**config.mk**
```make
export PLATFORM = sky130hd
export DESIGN_NAME = code_lock_core_flat
export DESIGN_NICKNAME = d
export VERILOG_FILES = /design/src/rtl/code_lock_if.sv /design/src/rtl/code_lock_core.sv /design/src/flat_wrapper.sv
export SDC_FILE = /design/constraint.sdc
export NUM_CORES = 1
export LEC_CHECK = 0
export ABC_AREA = 1
export BUFFER_PORTS_ARGS = -buffer_cell sky130_fd_sc_hd__buf_2
export CELL_PAD_IN_SITES_DETAIL_PLACEMENT = 0
export CELL_PAD_IN_SITES_GLOBAL_PLACEMENT = 2
export CORE_MARGIN = 1.5
export CORE_UTILIZATION = 25
export DETAILED_ROUTE_END_ITERATION = 10
export PLACE_DENSITY_LB_ADDON = 0.1
export SLEW_MARGIN = 25
export SYNTH_ARGS = -nofsm -noshare
export SYNTH_HDL_FRONTEND = slang
export SYNTH_SLANG_ARGS = --single-unit
```
**constraint.sdc**
```tcl
create_clock -name clk -period 2.5 [get_ports clk]
set_clock_uncertainty 0.1 [all_clocks]
set_input_delay 0 -clock clk [delete_from_list [all_inputs] [get_ports clk]]
set_output_delay 0 -clock clk [all_outputs]
set_load 0.01 [all_outputs]
```
**src/rtl/code_lock_if.sv**
```systemverilog
// Board-side bundle for code_lock_core: switch/button inputs from the master, status outputs from the slave.
interface code_lock_if #(
  parameter int WIDTH     = 8,
  parameter int SLOTS     = 4,
  parameter int MAX_TRIES = 3
);
  // Handshake: save_n/submit_n are raw active-low levels; each high-to-low transition is one request,
  // however long the button is held. Every output is a level that is valid in every cycle.
  logic                             mode;
  logic                             clr;
  logic [$clog2(SLOTS)-1:0]         slot_sel;
  logic [WIDTH-1:0]                 code_in;
  logic                             save_n;
  logic                             submit_n;
  logic                             unlocked;
  logic                             alarm;
  logic [$clog2(MAX_TRIES+1)-1:0]   tries_left;
  logic [SLOTS-1:0]                 valid_mask;
  logic [$clog2(SLOTS)-1:0]         match_slot;
  logic [1:0]                       state_dbg;

  modport master (
    output mode, clr, slot_sel, code_in, save_n, submit_n,
    input  unlocked, alarm, tries_left, valid_mask, match_slot, state_dbg
  );
  modport slave (
    input  mode, clr, slot_sel, code_in, save_n, submit_n,
    output unlocked, alarm, tries_left, valid_mask, match_slot, state_dbg
  );
endinterface

```
**src/rtl/code_lock_core.sv**
```systemverilog
// Multi-slot code lock: button conditioning, code storage, retry counting, timed unlock and lockout.
module code_lock_core #(
  parameter int WIDTH          = 8,
  parameter int SLOTS          = 4,
  parameter int MAX_TRIES      = 3,
  parameter int OPEN_CYCLES    = 50_000_000,
  parameter int LOCKOUT_CYCLES = 500_000_000
) (
  input logic        clk,
  input logic        rst_n,
  code_lock_if.slave lk
);
  localparam int SW   = $clog2(SLOTS);
  localparam int FW   = $clog2(MAX_TRIES + 1);
  localparam int TMAX = (OPEN_CYCLES > LOCKOUT_CYCLES) ? OPEN_CYCLES : LOCKOUT_CYCLES;
  localparam int TW   = $clog2(TMAX);

  localparam logic [TW-1:0] OPEN_LOAD = TW'(OPEN_CYCLES - 1);
  localparam logic [TW-1:0] LOCK_LOAD = TW'(LOCKOUT_CYCLES - 1);
  localparam logic [FW-1:0] MAX_T     = FW'(MAX_TRIES);
  localparam logic [SW:0]   SLOTS_V   = (SW+1)'(SLOTS);

  localparam logic [1:0] S_IDLE     = 2'd0;
  localparam logic [1:0] S_CHECK    = 2'd1;
  localparam logic [1:0] S_UNLOCKED = 2'd2;
  localparam logic [1:0] S_LOCKOUT  = 2'd3;

  logic [1:0]       state;
  logic [FW-1:0]    fail;
  logic [FW-1:0]    fail_inc;
  logic [TW-1:0]    timer;
  logic [WIDTH-1:0] latched;
  logic [SW-1:0]    match;
  logic [SLOTS-1:0] valid;
  logic [WIDTH-1:0] codes [SLOTS];

  // [0],[1] synchronise the raw button, [2] remembers the previous synchronised level.
  logic [2:0] save_sr, submit_sr;
  logic       save_p, submit_p;

  always_ff @(posedge clk or negedge rst_n) begin
    if (!rst_n) begin
      save_sr   <= '1;
      submit_sr <= '1;
    end else begin
      save_sr   <= {save_sr[1:0], lk.save_n};
      submit_sr <= {submit_sr[1:0], lk.submit_n};
    end
  end

  assign save_p   = save_sr[2] & ~save_sr[1];
  assign submit_p = submit_sr[2] & ~submit_sr[1];

  logic slot_ok, save_ok;
  assign slot_ok = ({1'b0, lk.slot_sel} < SLOTS_V);
  // In IDLE only empty slots (or a completely empty lock) may be written; submit wins a collision.
  assign save_ok = save_p && !submit_p && lk.mode && slot_ok &&
                   ((state == S_IDLE && (!valid[lk.slot_sel] || valid == '0)) ||
                    state == S_UNLOCKED);

  always_ff @(posedge clk or negedge rst_n) begin
    if (!rst_n) valid <= '0;
    else if (save_ok) valid[lk.slot_sel] <= ~lk.clr;
  end

  always_ff @(posedge clk) begin
    if (save_ok && !lk.clr) codes[lk.slot_sel] <= lk.code_in;
  end

  logic          hit;
  logic [SW-1:0] hit_idx;

  always_comb begin
    hit     = 1'b0;
    hit_idx = '0;
    for (int i = SLOTS - 1; i >= 0; i--) begin
      if (valid[i] && codes[i] == latched) begin
        hit     = 1'b1;
        hit_idx = SW'(i);
      end
    end
  end

  assign fail_inc = fail + 1'b1;

  always_ff @(posedge clk or negedge rst_n) begin
    if (!rst_n) begin
      state   <= S_IDLE;
      fail    <= '0;
      timer   <= '0;
      latched <= '0;
      match   <= '0;
    end else begin
      case (state)
        S_IDLE: begin
          if (submit_p && !lk.mode && valid != '0) begin
            latched <= lk.code_in;
            state   <= S_CHECK;
          end
        end
        S_CHECK: begin
          if (hit) begin
            match <= hit_idx;
            fail  <= '0;
            timer <= OPEN_LOAD;
            state <= S_UNLOCKED;
          end else if (fail_inc == MAX_T) begin
            fail  <= MAX_T;
            timer <= LOCK_LOAD;
            state <= S_LOCKOUT;
          end else begin
            fail  <= fail_inc;
            state <= S_IDLE;
          end
        end
        S_UNLOCKED: begin
          if (submit_p && !lk.mode) state <= S_IDLE;
          else if (timer == '0)     state <= S_IDLE;
          else                      timer <= timer - 1'b1;
        end
        S_LOCKOUT: begin
          if (timer == '0) begin
            fail  <= '0;
            state <= S_IDLE;
          end else begin
            timer <= timer - 1'b1;
          end
        end
        default: state <= S_IDLE;
      endcase
    end
  end

  assign lk.unlocked   = (state == S_UNLOCKED);
  assign lk.alarm      = (state == S_LOCKOUT);
  assign lk.tries_left = MAX_T - fail;
  assign lk.valid_mask = valid;
  assign lk.match_slot = match;
  assign lk.state_dbg  = state;
endmodule
```
**src/flat_wrapper.sv**
```systemverilog
// flat-port wrapper written by rule: the top's interface ports become plain ports
module code_lock_core_flat 
#(
  parameter int WIDTH          = 8,
  parameter int SLOTS          = 4,
  parameter int MAX_TRIES      = 3,
  parameter int OPEN_CYCLES    = 50_000_000,
  parameter int LOCKOUT_CYCLES = 500_000_000
)
  (clk, rst_n, lk_mode, lk_clr, lk_slot_sel, lk_code_in, lk_save_n, lk_submit_n, lk_unlocked, lk_alarm, lk_tries_left, lk_valid_mask, lk_match_slot, lk_state_dbg);
  code_lock_if #(.WIDTH(WIDTH), .SLOTS(SLOTS), .MAX_TRIES(MAX_TRIES)) lk_i ();
  input logic clk;
  input logic rst_n;
  input wire logic [$bits(lk_i.mode)-1:0] lk_mode;
  input wire logic [$bits(lk_i.clr)-1:0] lk_clr;
  input wire logic [$bits(lk_i.slot_sel)-1:0] lk_slot_sel;
  input wire logic [$bits(lk_i.code_in)-1:0] lk_code_in;
  input wire logic [$bits(lk_i.save_n)-1:0] lk_save_n;
  input wire logic [$bits(lk_i.submit_n)-1:0] lk_submit_n;
  output wire logic [$bits(lk_i.unlocked)-1:0] lk_unlocked;
  output wire logic [$bits(lk_i.alarm)-1:0] lk_alarm;
  output wire logic [$bits(lk_i.tries_left)-1:0] lk_tries_left;
  output wire logic [$bits(lk_i.valid_mask)-1:0] lk_valid_mask;
  output wire logic [$bits(lk_i.match_slot)-1:0] lk_match_slot;
  output wire logic [$bits(lk_i.state_dbg)-1:0] lk_state_dbg;
  assign lk_i.mode = lk_mode;
  assign lk_i.clr = lk_clr;
  assign lk_i.slot_sel = lk_slot_sel;
  assign lk_i.code_in = lk_code_in;
  assign lk_i.save_n = lk_save_n;
  assign lk_i.submit_n = lk_submit_n;
  assign lk_unlocked = lk_i.unlocked;
  assign lk_alarm = lk_i.alarm;
  assign lk_tries_left = lk_i.tries_left;
  assign lk_valid_mask = lk_i.valid_mask;
  assign lk_match_slot = lk_i.match_slot;
  assign lk_state_dbg = lk_i.state_dbg;
  code_lock_core #(.WIDTH(WIDTH), .SLOTS(SLOTS), .MAX_TRIES(MAX_TRIES), .OPEN_CYCLES(OPEN_CYCLES), .LOCKOUT_CYCLES(LOCKOUT_CYCLES)) u_core (.clk(clk), .rst_n(rst_n), .lk(lk_i));
endmodule
```
==> out/metrics.cfg, run 1 <==
[outcome]
outcome = finished clean

[global_route]
grt_max_degree = 31
grtUsageTotal = 0.173
grt_overflow_total = 0
grt_pass1_wl_um = 28300
first_global_vias = 4784
antenna_found_initial = 0

[job]
drv_cap = 0

[timing]
fin_ws_ns = 0.180
fin_crit_ns = 2.32
max-slew-margin-rel = 0.524
finalMaxSlewViolations = 0
rsz0062_at_grt = false
hold-worst-slack_ns = 0.0472
setup_tns_ns = 0
max_freq_mhz = 431
finalSetupViolCount = 0
worst-slew-pin-transition_ns = 0.714
fin_crit_sh = 0.928
hold_viol = 0

[synthesis]
synth-edff-count = 32
yosys_most_used_dff = dfrtp_1
ys_seq_area_frac = 0.442
ys_warn_count = 0
synth.net_count = 730
yosysTopAreaCellShare = 0.226
synthesis.instances = 712
async_reset_ff_frac = 0.624
synthMostInstantiatedCell = nand2_1
synth_common_cells = nand2_1 (211), nor2_1 (105), nand3_1 (92), inv_1 (70), dfrtp_1 (47)
yosys.area.top_type = dfrtp_1
syn_area_per_cell_um2 = 7.30
synth-seq-cells = 85
yosysUniqueCellTypes = 39
ys_top_cells_by_area = dfrtp_1 (23%), edfxtp_1 (18%), nand2_1 (15%)
syn_area_um2 = 5190

[critical_path]
cpLargestDelayFamily = simple AND/OR/NAND/NOR gates
crit_slowest_cell = dlygate4sd3_1
cp-start-kind = flip-flop
path_buf_inv = 2
worstPathCellList = inv_1 > nand4_1 > nand3_1 > nand2_1 > or2_2 > o21ai_0 > dlygate4sd3_1
critPathKind = reg2reg
critPathCaptureType = flip-flop
crit_path_start = u_core.lk.valid_mask[2]
cp.arrival_ns = 2.50
cp_max_fo = 8
crit_required_ns = 2.68
worstReg2RegStart = u_core.lk.valid_mask[2]
max_stage_delay_ns = 0.58

[final_layout]
final_nets = 783
fillCellCount = 2255
fin_cells = 1040
multi_input_area_um2 = 2480
register_area_um2 = 2290
antennaDiodeCount = 0
drive_gt1_frac = 0.126
synthToLayoutAreaGrowth_pct = 19.3

[clocking]
cts.path.max_buffers = 2
cts_tree = built
cts-root-buf = clkbuf_16
cts_setup_buffers = 0
cts_buffers = 9
cts.sinks = 85
clk_pin_slew_ns = 0.07
clk_latency_ns = 0.35
cts_max_level = 3
cts_resized = 0
ctsHoldBuffers = 17

[placement]
place_ws_ns = 0.277
dpl.cell_count = 1007
place_congestion = 0.810
hpwlAfterDp_um = 13200
io_buffer_count = 27

[drt]
firstDrtPassIters = 5
viasPerCell = 4.67
drt-wirelength-per-cell_um = 17.2
drt_iter0_markers = 303
routed_wl_um = 17900
post-route-drc-count = 0
ant_nets = 0
vias = 4861

[floorplan]
initial_core_util = 0.256
dieArea_um2 = 21700
rows = 52
chipHeight_um = 147
ios = 28
die_x_um = 147
core-area_um2 = 20300

[worst_hold_path]
worstHoldPathType = in2reg
worstHoldStart = lk_mode

[power]
p_leak_nw = 2.85
power_density_nw_per_um2 = 1010
peakVddDrop_v = 0.000425

## tightest hold or removal path: stages
cell	delay [ns]
buf_2	0.10
nor2_1	0.05
nand2_1	0.09
nand3_1	0.13
nand2_1	0.09
## path summary, 6_finish.rpt
kind	cells after the start	endpoint	slack [ns]
min in group asynchronous	2	u_core.latched[1]	0.14
max in group asynchronous	3	u_core.timer[16]	1.53
worst min-delay path	5	u_core.lk.state_dbg[1]	0.05
worst max register to register	7	u_core.lk.valid_mask[2]	0.18
worst min register to register	0	u_core.save_sr[1]	0.26
worst max-delay path	7	u_core.lk.valid_mask[2]	0.18
## cell families after synthesis
| group | count (synthesis) | share of synthesized area |
|---|---|---|
| adder cells (fa/ha/maj) | 2 | 0.00482 |
| flip-flops | 85 | 0.442 |
| XOR/XNOR | 14 | 0.0236 |
| buffers and inverters | 98 | 0.0816 |
| AO/OA/AOI/OAI | 47 | 0.0491 |
| AND/OR/NAND/NOR | 465 | 0.397 |
| multiplexers | 1 | 0.00217 |
## where the power goes
part           internal [mW]  total [mW]  switching, mW
Clock                  0.875        1.48          0.603
Combinational          0.892        2.60           1.71
Sequential              1.75        2.15          0.402
## per-layer routing
metal,vias to the layer above,GRT usage,share of wire
met5,-,0,0
met4,0,0.0435,0.012
met3,16,0.0298,0.036
met2,89,0.238,0.39
met1,2349,0.275,0.56
li1,2407,-,-
## final cells by class
cell class | count | share of cell area
multi-input combinational | 529 | 0.400
sequential | 85 | 0.370
timing repair buffer | 62 | 0.0771
tap | 270 | 0.0545
inverter | 78 | 0.0472
clock buffer | 10 | 0.0369
clock inverter | 6 | 0.0141
## sequential cells by signal (all words and copies together), names as in the netlist
signal / count
u_core.codes: 32
u_core.timer: 29
u_core.latched: 8
u_core.lk.valid_mask: 4
u_core.save_sr: 3
u_core.submit_sr: 3
u_core.fail: 2
u_core.lk.match_slot: 2
u_core.lk.state_dbg: 2
## cells in the final DEF, fill, tap and decap left out, types with 4 or more instances in the layout
cell type and n:
dfrtp_1 47, clkbuf_16 9, xnor2_1 10, nor3_1 5
buf_2 27, nand3_2 14, xor2_1 4, buf_4 15
nand3_1 92, a21oi_1 16, dfstp_2 6, edfxtp_1 32
inv_2 7, and2_1 4, nand4_1 19, nor2_1 105
nand2_1 211, o21ai_0 24, inv_1 70, dlygate4sd3_1 17
## per-stage QoR
| stage | total power [mW] | util | instance area [um^2] |
|---|---|---|---|
| after floorplan | 3.90 | - | 5190 |
| after global placement | 4.77 | 0.281 | 5710 |
| after detailed placement | 4.77 | 0.281 | 5710 |
| after CTS | 6.34 | 0.305 | 6200 |
| after global routing | 6.79 | 0.305 | 6200 |
| final | 6.23 | 0.305 | 6200 |
Power figures use the tool's default switching activity.
==> run 2, diff against run 1 <==
Settings changed: CELL_PAD_IN_SITES_DETAIL_PLACEMENT 0 to 1, CTS_CLUSTER_SIZE from default to 10.
Clock period 2.5 ns to 2.9 ns, I/O delays scaled along.
==> out/metrics.cfg, run 2 (same netlist as run 1, synthesis figures left out) <==
[timing]
finalMaxSlewViolations = 0
finalSetupViolCount = 0
fin_crit_sh = 0.813
max-slew-margin-rel = 0.539
hold_viol = 0
worst-slew-pin-transition_ns = 0.691
hold-worst-slack_ns = 0.127
setup_tns_ns = 0
fin_crit_ns = 2.36
max_freq_mhz = 424
rsz0062_at_grt = false

[drt]
drt_iter0_markers = 229
post-route-drc-count = 0
vias = 4785
firstDrtPassIters = 4
ant_nets = 0
drt-wirelength-per-cell_um = 17.3
routed_wl_um = 18000
viasPerCell = 4.61

[critical_path]
cp.arrival_ns = 2.54
critPathKind = reg2reg
crit_slowest_cell = dlygate4sd3_1
cp-start-kind = flip-flop
cp_max_fo = 29
worstPathCellList = buf_4 > inv_1 > nand3_1 > nand2_1 > or2_2 > o21ai_0 > dlygate4sd3_1
critPathCaptureType = flip-flop
max_stage_delay_ns = 0.56
crit_required_ns = 3.08

[global_route]
grtUsageTotal = 0.173
grt_overflow_total = 0
first_global_vias = 4877
grt_pass1_wl_um = 28500
antenna_found_initial = 0
grt_max_degree = 31

[outcome]
outcome = finished clean

[placement]
place_congestion = 0.827
place_area_um2 = 5670
hpwlAfterDp_um = 13500
io_buffer_count = 27

[final_layout]
final_cell_mix = nand2_1 (211), nor2_1 (105), nand3_1 (92), inv_1 (70), dfrtp_1 (47)
finish.utilization = 0.302
final_common_cell = nand2_1
top_register = u_core.codes
final_nets = 781
synthToLayoutAreaGrowth_pct = 18.1
drive_gt1_frac = 0.124
antennaDiodeCount = 0
top_regs = u_core.codes (32), u_core.timer (29), u_core.latched (8)
finalInstanceArea_um2 = 6130
largest_reg_flops = 32

[clocking]
cts.path.max_buffers = 2
cts_tree = built
cts_max_level = 3
cts.sinks = 85
clk_pin_slew_ns = 0.07
cts_setup_buffers = 0
cts-root-buf = clkbuf_16
clk_latency_ns = 0.35
cts_buffers = 9
cts_resized = 0

[floorplan]
initial_core_util = 0.256
chipHeight_um = 147
core-area_um2 = 20300
dieArea_um2 = 21700
rows = 52
die_x_um = 147
ios = 28

[job]
drv_cap = 0

[power]
power_density_nw_per_um2 = 862
peakVddDrop_v = 0.000337
p_leak_nw = 2.82

[worst_hold_path]
worstHoldPathType = in2reg

## run 2: cell count changes in the layout (fill, tap and decap cells not counted), sizes merged
cell,delta
inv,+3
buf,-2
clkinv,-2
bufinv,-1
clkbuf,+1
clkinvlp,-1
## run 2: what timing repair did
item / in CTS / in global routing
endpoints found under the setup margin: 0 / 0
hold endpoints to repair: 63 / 0
hold buffers: 17 / 0
## run 2: per-layer routing
layer | vias up | share of wire | track usage
met1 | 2310 | 0.54 | 0.271
met4 | 0 | 0.0070 | 0.0345
met3 | 10 | 0.036 | 0.0248
li1 | 2402 | - | -
met5 | - | 0 | 0
met2 | 63 | 0.42 | 0.250
## run 2: layout make-up
| class | count | area, um^2 |
|---|---|---|
| Timing Repair Buffer | 60 | 438 |
| Clock buffer | 11 | 233 |
| Multi-Input combinational cell | 529 | 2480 |
| Clock inverter | 5 | 58.8 |
| Fill cell | 2531 | 14200 |
| Sequential cell | 85 | 2290 |
| Tap cell | 270 | 338 |
| Inverter | 78 | 293 |
## run 2: where the power goes
group	total (mW)	switching (mW)	internal [mW]
Clock	1.19	0.518	0.674
Sequential	1.83	0.324	1.51
Combinational	2.26	1.51	0.750
Total	5.29	2.35	2.93
## run 2: path summary, 6_finish.rpt
check	cells past startpoint	slack [ns]	to	from
max in group asynchronous	3	1.66	u_core.timer[8]	rst_n
worst min register to register	0	0.26	u_core.save_sr[1]	u_core.save_sr[0]
worst min-delay path	6	0.13	u_core.lk.valid_mask[3]	lk_mode
worst max-delay path	7	0.54	u_core.lk.valid_mask[1]	u_core.lk.state_dbg[1]
min in group asynchronous	2	0.14	u_core.latched[0]	rst_n
worst max register to register	7	0.54	u_core.lk.valid_mask[1]	u_core.lk.state_dbg[1]
## run 2: critical path, delay by kind of cell, from the launching register on
| family | cells | cell delay, ns |
|---|---|---|
| buf+inv | 3 | 1.07 |
| simple gates | 3 | 0.60 |
| flops | 1 | 0.36 |
| compound gates | 1 | 0.16 |
## run 2: stage by stage
stage | total power [mW] | setup slack [ns] | instances
after floorplan | 3.36 | 0.747 | 712
after global placement | 4.07 | 0.528 | 1005
after CTS | 5.36 | 0.492 | 1038
after global routing | 5.73 | 0.315 | 1038
after detailed placement | 4.12 | 0.489 | 1005
final | 5.29 | 0.541 | 1038
